===== config.mk =====
export PLATFORM = sky130hd
export DESIGN_NAME = fft_radix2_stream
export DESIGN_NICKNAME = d
export VERILOG_FILES = /design/src/rtl/fft_radix2_stream.sv
export SDC_FILE = /design/constraint.sdc
export NUM_CORES = 2
export LEC_CHECK = 0
export ABC_AREA = 1
export ABC_CLOCK_PERIOD_IN_PS = 27400
export CORE_MARGIN = 2
export CORE_UTILIZATION = 60
export DETAILED_ROUTE_END_ITERATION = 10
export HOLD_SLACK_MARGIN = 0.03
export MAX_ROUTING_LAYER = met4
export PLACE_DENSITY = 0.82
export SLEW_MARGIN = 20
export SYNTH_ARGS = -nofsm -noshare
export SYNTH_HDL_FRONTEND = slang
export SYNTH_SLANG_ARGS = --single-unit

===== constraint.sdc =====
create_clock -name clk -period 27.4 [get_ports clk]
set_input_delay 4.11 -clock clk [delete_from_list [all_inputs] [get_ports clk]]
set_output_delay 4.11 -clock clk [all_outputs]
set_load 0.005 [all_outputs]

===== src/rtl/fft_radix2_stream.sv =====
// rtl/fft_radix2_stream.sv - iterative radix-2 DIT FFT with streaming load and natural-order unload
module fft_radix2_stream #(
   parameter int WIDTH = 16,
   parameter int LOG2N = 3,
   parameter int SCALE = 1
) (
   input  logic                    clk,
   input  logic                    rst,
   input  logic                    start,
   input  logic                    in_valid,
   output logic                    in_ready,
   input  logic signed [WIDTH-1:0] in_re,
   input  logic signed [WIDTH-1:0] in_im,
   output logic                    out_valid,
   input  logic                    out_ready,
   output logic signed [WIDTH-1:0] out_re,
   output logic signed [WIDTH-1:0] out_im,
   output logic [LOG2N-1:0]        out_index,
   output logic                    busy,
   output logic                    done
);

   localparam int N  = 1 << LOG2N;
   localparam int AW = LOG2N;
   localparam int BW = LOG2N - 1;
   localparam int EW = WIDTH + 1;
   localparam int PW = WIDTH + 17;

   typedef enum logic [1:0] {S_IDLE, S_LOAD, S_CALC, S_UNLOAD} state_t;

   state_t                  state_q, state_d;
   logic [AW-1:0]           cnt_q, cnt_d;
   logic [1:0]              stage_q, stage_d;
   logic [BW-1:0]           bfly_q, bfly_d;
   logic                    done_q, done_d;
   logic signed [WIDTH-1:0] mem_re_q [N];
   logic signed [WIDTH-1:0] mem_im_q [N];
   logic signed [WIDTH-1:0] mem_re_d [N];
   logic signed [WIDTH-1:0] mem_im_d [N];

   // butterfly datapath signals
   logic [AW-1:0]           j_ext, h_vec, grp, off, addr_a, addr_b;
   logic [2:0]              tw_sel;
   logic signed [15:0]      w_re, w_im;
   logic signed [PW-1:0]    b_re_x, b_im_x, w_re_x, w_im_x;
   logic signed [PW-1:0]    t_re_full, t_im_full;
   logic signed [EW-1:0]    t_re, t_im, a_re_x, a_im_x;
   logic signed [EW-1:0]    sum_re, sum_im, dif_re, dif_im;
   logic signed [WIDTH-1:0] bf_a_re, bf_a_im, bf_b_re, bf_b_im;

   function automatic logic [AW-1:0] bit_rev(input logic [AW-1:0] v);
      for (int i = 0; i < AW; i++) begin
         bit_rev[i] = v[AW-1-i];
      end
   endfunction

   // W^k for a 16-point transform, Q1.14, imaginary part is -sin
   function automatic logic [31:0] twiddle(input logic [2:0] k);
      logic signed [15:0] wr, wi;
      case (k)
         3'd0:    begin wr = 16'sd16384;  wi = 16'sd0;      end
         3'd1:    begin wr = 16'sd15137;  wi = -16'sd6270;  end
         3'd2:    begin wr = 16'sd11585;  wi = -16'sd11585; end
         3'd3:    begin wr = 16'sd6270;   wi = -16'sd15137; end
         3'd4:    begin wr = 16'sd0;      wi = -16'sd16384; end
         3'd5:    begin wr = -16'sd6270;  wi = -16'sd15137; end
         3'd6:    begin wr = -16'sd11585; wi = -16'sd11585; end
         default: begin wr = -16'sd15137; wi = -16'sd6270;  end
      endcase
      twiddle = {wr, wi};
   endfunction

   // operand addressing, twiddle lookup and the butterfly arithmetic for the current (stage, j)
   always_comb begin
      j_ext  = AW'(bfly_q);
      h_vec  = AW'(1) << stage_q;
      off    = j_ext & (h_vec - AW'(1));
      grp    = j_ext >> stage_q;
      addr_a = ((grp << stage_q) << 1) | off;
      addr_b = addr_a | h_vec;
      // k * 16/N collapses to m << (3 - s) for every legal N
      tw_sel = 3'(off) << (2'd3 - stage_q);
      {w_re, w_im} = twiddle(tw_sel);

      b_re_x = PW'(mem_re_q[addr_b]);
      b_im_x = PW'(mem_im_q[addr_b]);
      w_re_x = PW'(w_re);
      w_im_x = PW'(w_im);
      t_re_full = b_re_x * w_re_x - b_im_x * w_im_x;
      t_im_full = b_re_x * w_im_x + b_im_x * w_re_x;
      t_re = EW'(t_re_full >>> 14);
      t_im = EW'(t_im_full >>> 14);

      a_re_x = EW'(mem_re_q[addr_a]);
      a_im_x = EW'(mem_im_q[addr_a]);
      sum_re = a_re_x + t_re;
      sum_im = a_im_x + t_im;
      dif_re = a_re_x - t_re;
      dif_im = a_im_x - t_im;

      bf_a_re = (SCALE != 0) ? WIDTH'(sum_re >>> 1) : WIDTH'(sum_re);
      bf_a_im = (SCALE != 0) ? WIDTH'(sum_im >>> 1) : WIDTH'(sum_im);
      bf_b_re = (SCALE != 0) ? WIDTH'(dif_re >>> 1) : WIDTH'(dif_re);
      bf_b_im = (SCALE != 0) ? WIDTH'(dif_im >>> 1) : WIDTH'(dif_im);
   end

   // next-state, counters and register-file updates
   always_comb begin
      state_d  = state_q;
      cnt_d    = cnt_q;
      stage_d  = stage_q;
      bfly_d   = bfly_q;
      done_d   = 1'b0;
      mem_re_d = mem_re_q;
      mem_im_d = mem_im_q;
      case (state_q)
         S_IDLE: begin
            if (start) begin
               state_d = S_LOAD;
               cnt_d   = '0;
            end
         end
         S_LOAD: begin
            if (in_valid) begin
               mem_re_d[bit_rev(cnt_q)] = in_re;
               mem_im_d[bit_rev(cnt_q)] = in_im;
               cnt_d = cnt_q + AW'(1);
               if (cnt_q == AW'(N - 1)) begin
                  state_d = S_CALC;
                  stage_d = '0;
                  bfly_d  = '0;
               end
            end
         end
         S_CALC: begin
            mem_re_d[addr_a] = bf_a_re;
            mem_im_d[addr_a] = bf_a_im;
            mem_re_d[addr_b] = bf_b_re;
            mem_im_d[addr_b] = bf_b_im;
            if (bfly_q == BW'(N / 2 - 1)) begin
               bfly_d = '0;
               if (stage_q == 2'(LOG2N - 1)) begin
                  state_d = S_UNLOAD;
                  stage_d = '0;
                  cnt_d   = '0;
               end else begin
                  stage_d = stage_q + 2'd1;
               end
            end else begin
               bfly_d = bfly_q + BW'(1);
            end
         end
         S_UNLOAD: begin
            if (out_ready) begin
               cnt_d = cnt_q + AW'(1);
               if (cnt_q == AW'(N - 1)) begin
                  state_d = S_IDLE;
                  done_d  = 1'b1;
               end
            end
         end
         default: state_d = S_IDLE;
      endcase
   end

   // control registers with synchronous reset
   always_ff @(posedge clk) begin
      if (rst) begin
         state_q <= S_IDLE;
         cnt_q   <= '0;
         stage_q <= '0;
         bfly_q  <= '0;
         done_q  <= 1'b0;
      end else begin
         state_q <= state_d;
         cnt_q   <= cnt_d;
         stage_q <= stage_d;
         bfly_q  <= bfly_d;
         done_q  <= done_d;
      end
   end

   // register file; contents are meaningless after reset so it is not cleared
   always_ff @(posedge clk) begin
      mem_re_q <= mem_re_d;
      mem_im_q <= mem_im_d;
   end

   assign in_ready  = (state_q == S_LOAD);
   assign out_valid = (state_q == S_UNLOAD);
   assign busy      = (state_q != S_IDLE);
   assign done      = done_q;
   assign out_index = out_valid ? cnt_q : '0;
   assign out_re    = out_valid ? mem_re_q[cnt_q] : '0;
   assign out_im    = out_valid ? mem_im_q[cnt_q] : '0;

endmodule


==> summary.md <==
| Metric | Value |
|---|---|
| RSZ-0062 raised after global routing | false |
| Clock Pin Slew Worst Setup and Hold Paths | 0.08 ns |
| Vias in the first global route | 55.0k |
| GRT Resource Usage Total | 44.8% |
| Synth top area cells | fa_1, edfxtp_1, inv_1 |
| Antenna viol nets, final | 0 |
| Total gr overflow | 0 |
| Synth Area in Adders | 44.9% |
| Setup violations, final | 0 |
| Critical Path Sink Type | register |
| Area Overhead vs Synth | 5.15% |
| Rel. slew slack | 17.2% |
| Area of the multi-input gates | 0.0433 mm² |
| DIE WIDTH | 318 µm |
| Ys Warns | 0 |
| Critical-path top delay cell | nor2_2 |
| Fillers | 8262 |
| Area of the mapped netlist | 0.0590 mm² |
| H-tree depth | 1 |
| Die Y-Extent | 318 µm |
| Synth Area per Inst | 8.01 µm² |
| TritonCTS Buffers | 25 |
| #FFs+latches synth | 266 |
| Clock Skews | 0.0393 ns |
| HP Class | reg2reg |
| Most frequent cells after synthesis | inv_1, nand2_1, fa_1, nor2_1, o21ai_0 |
| Critical path's most frequent cell | nand2_1 |
| Seq. cell area | 0.00790 mm² |
| CTS tree | yes |
| Biggest area consumer among synthesized cells | fa_1 |
| IO Port Bufs | 75 |
| Die area | 0.101 mm² |
| Final Hold Viols | 0 |
| DPL Wire Length | 163 mm |
| Slew Limit Fails | 0 |
| CP Class | reg2reg |
| Clk Tree Root Cell | clkbuf_16 |
| Fraction of synthesized area in multiplexers | 0.0339% |
| Synth Area in Simple Gates | 15.9% |
| Synth Instances | 7366 |
| Fin crit period | 14.95 ns |
| Status | completed |
| Final #Nets | 8782 |
| Io pins | 76 |
| First-pass GRT wire length | 327 mm |
| Cts hold-fix bufs | 0 |
| Final setup TNS | 0 ns |
| Clk_lat worst skew | 0.60 ns |
| Starting Density | 60.2% |
| Row count | 115 |
| Most frequent cell after synthesis | inv_1 |
| Achievable Freq | 0.0669 GHz |
| Register area share after synthesis | 13.4% |
| Period utilisation layout | 54.6% |
| Post CTS Setup Buffer Count | 0 |
| Post-synth top area share | 36.4% |
| Number of flops mapped to enable cells by yosys | 256 |
| Clk buf depth | 3 |
| Starting DRT DRC Count | 7786 |
| WL/cell | 25.6 µm |
| Via Count | 53.9k |
| Share of cells above drive strength 1 | 3.64% |
| CP required | 27.72 ns |
| Post-synthesis compound-gate area fraction | 10.5% |
| Sink Count | 266 |
| Worst EP arrival | 15.27 ns |
| Startpoint Class | register |
| DR vias/cell | 6.28 |
| Unique masters post-synth | 63 |
| Synth Area in XOR/XNOR | 1.74% |
| Least-Margin Pin Slew | 1.24 ns |
| Post-CTS Resized | 0 |
| Drt drc | 0 |
| WL final | 220 mm |
| Most used DFF post-synth | edfxtp_1 |
| 1st-pass router iterations | 10 |
| Largest stage delay on the critical path | 1.09 ns |
| Antenna violations before repair | 7 |
| Core area | 0.0980 mm² |
| Pin count of the biggest net entering global routing | 114 |
| Syn_nets | 8877 |
| Post-synth ARST share | 0% |
| Largest family of logic cells by synthesized area | adder cells |
| CP Max Fanout | 33 |
| Final GP Congestion | 1.06 |
| Max-Cap Viols | 0 |
| WHS | 0.624 ns |
flip-flops by register name, indices dropped and copies added (netlist names):
register / count
stage_q: 2
bfly_q: 2
mem_im_q: 128
state_q: 2
done: 1
cnt_q: 3
mem_re_q: 128
critical path, delay by kind of cell, from the launching register on:
kind / cells / cell delay (ns)
XOR/XNOR: 1 / 0.31
adder cells (fa/ha/maj): 10 / 4.92
flip-flops: 1 / 0.62
AO/OA/AOI/OAI: 7 / 2.02
buffers and inverters: 9 / 2.99
AND/OR/NAND/NOR: 18 / 3.80
per-stage QoR:
stage	instance area, µm²	utilization, %	cells	setup slack, ns
after detailed placement	61100	62.4	8529	13.10
final	62100	63.4	8586	12.45
after global placement	61100	62.4	8529	12.69
after floorplan	59000	-	7366	16.99
after CTS	62000	63.3	8575	13.10
after global routing	62100	63.3	8584	12.01
cells by family after synthesis:
kind of cell | Yosys count
xor gates and xnor gates | 110
DFF | 266
AOI/OAI and AO/OA | 1093
muxes | 2
adders and majority gates | 1474
buffers and inverters | 2099
and+or+nand+nor | 2322
layout by cell type, fill, tap and decap left out, types with 8 or more instances in the layout:
master,n
inv_1,1752
nand2_1,1328
fa_1,1074
nor2_1,620
o21ai_0,478
ha_1,398
edfxtp_1,256
nand3_1,250
a21oi_1,236
o22ai_1,176
buf_4,108
clkdlybuf4s50_1,75
xor2_1,64
xnor2_1,39
o21ai_1,39
o221ai_1,34
nor3_1,27
clkbuf_16,25
o211ai_1,24
nand2_2,22
clkinv_1,22
inv_2,21
a221oi_1,17
nand4_1,15
nor2_2,13
nor2_4,12
o21bai_1,12
a21o_1,11
nand3b_1,10
diode_2,9
a22oi_1,9
o21a_1,8
dfxtp_1,8
metal layers:
metal / global-route usage, % / up-vias / wire, µm
li1: - / 22375 / -
met1: 50.1 / 25355 / 68300
met2: 64.3 / 4576 / 91300
met3: 15.8 / 1628 / 34500
met4: 37.9 / 0 / 25300
met5: - / - / 0
cell type report:
class / instances / share of cell area (%)
clock inverter: 20 / 0.449
sequential: 266 / 12.7
tap: 1287 / 2.59
timing repair buffer: 186 / 2.55
clock buffer: 26 / 1.01
multi-input combinational: 5001 / 69.8
inverter: 1791 / 10.8
antenna: 9 / 0.0363
path summary, 6_finish.rpt:
check / start / end / slack, ns / depth (start not counted)
min reg2reg: state_q[1]$_SDFFE_PP0P_ / state_q[1]$_SDFFE_PP0P_ / 0.62 / 2
max reg2reg: stage_q[0]$_SDFFE_PP0P_ / mem_re_q[79]$_DFFE_PP_ / 12.45 / 45
max: stage_q[0]$_SDFFE_PP0P_ / mem_re_q[79]$_DFFE_PP_ / 12.45 / 45
min: state_q[1]$_SDFFE_PP0P_ / state_q[1]$_SDFFE_PP0P_ / 0.62 / 2
Power is left out: the tool's default activity adds up to more than one toggle a clock period on the data nets, which glitch-free logic cannot reach.
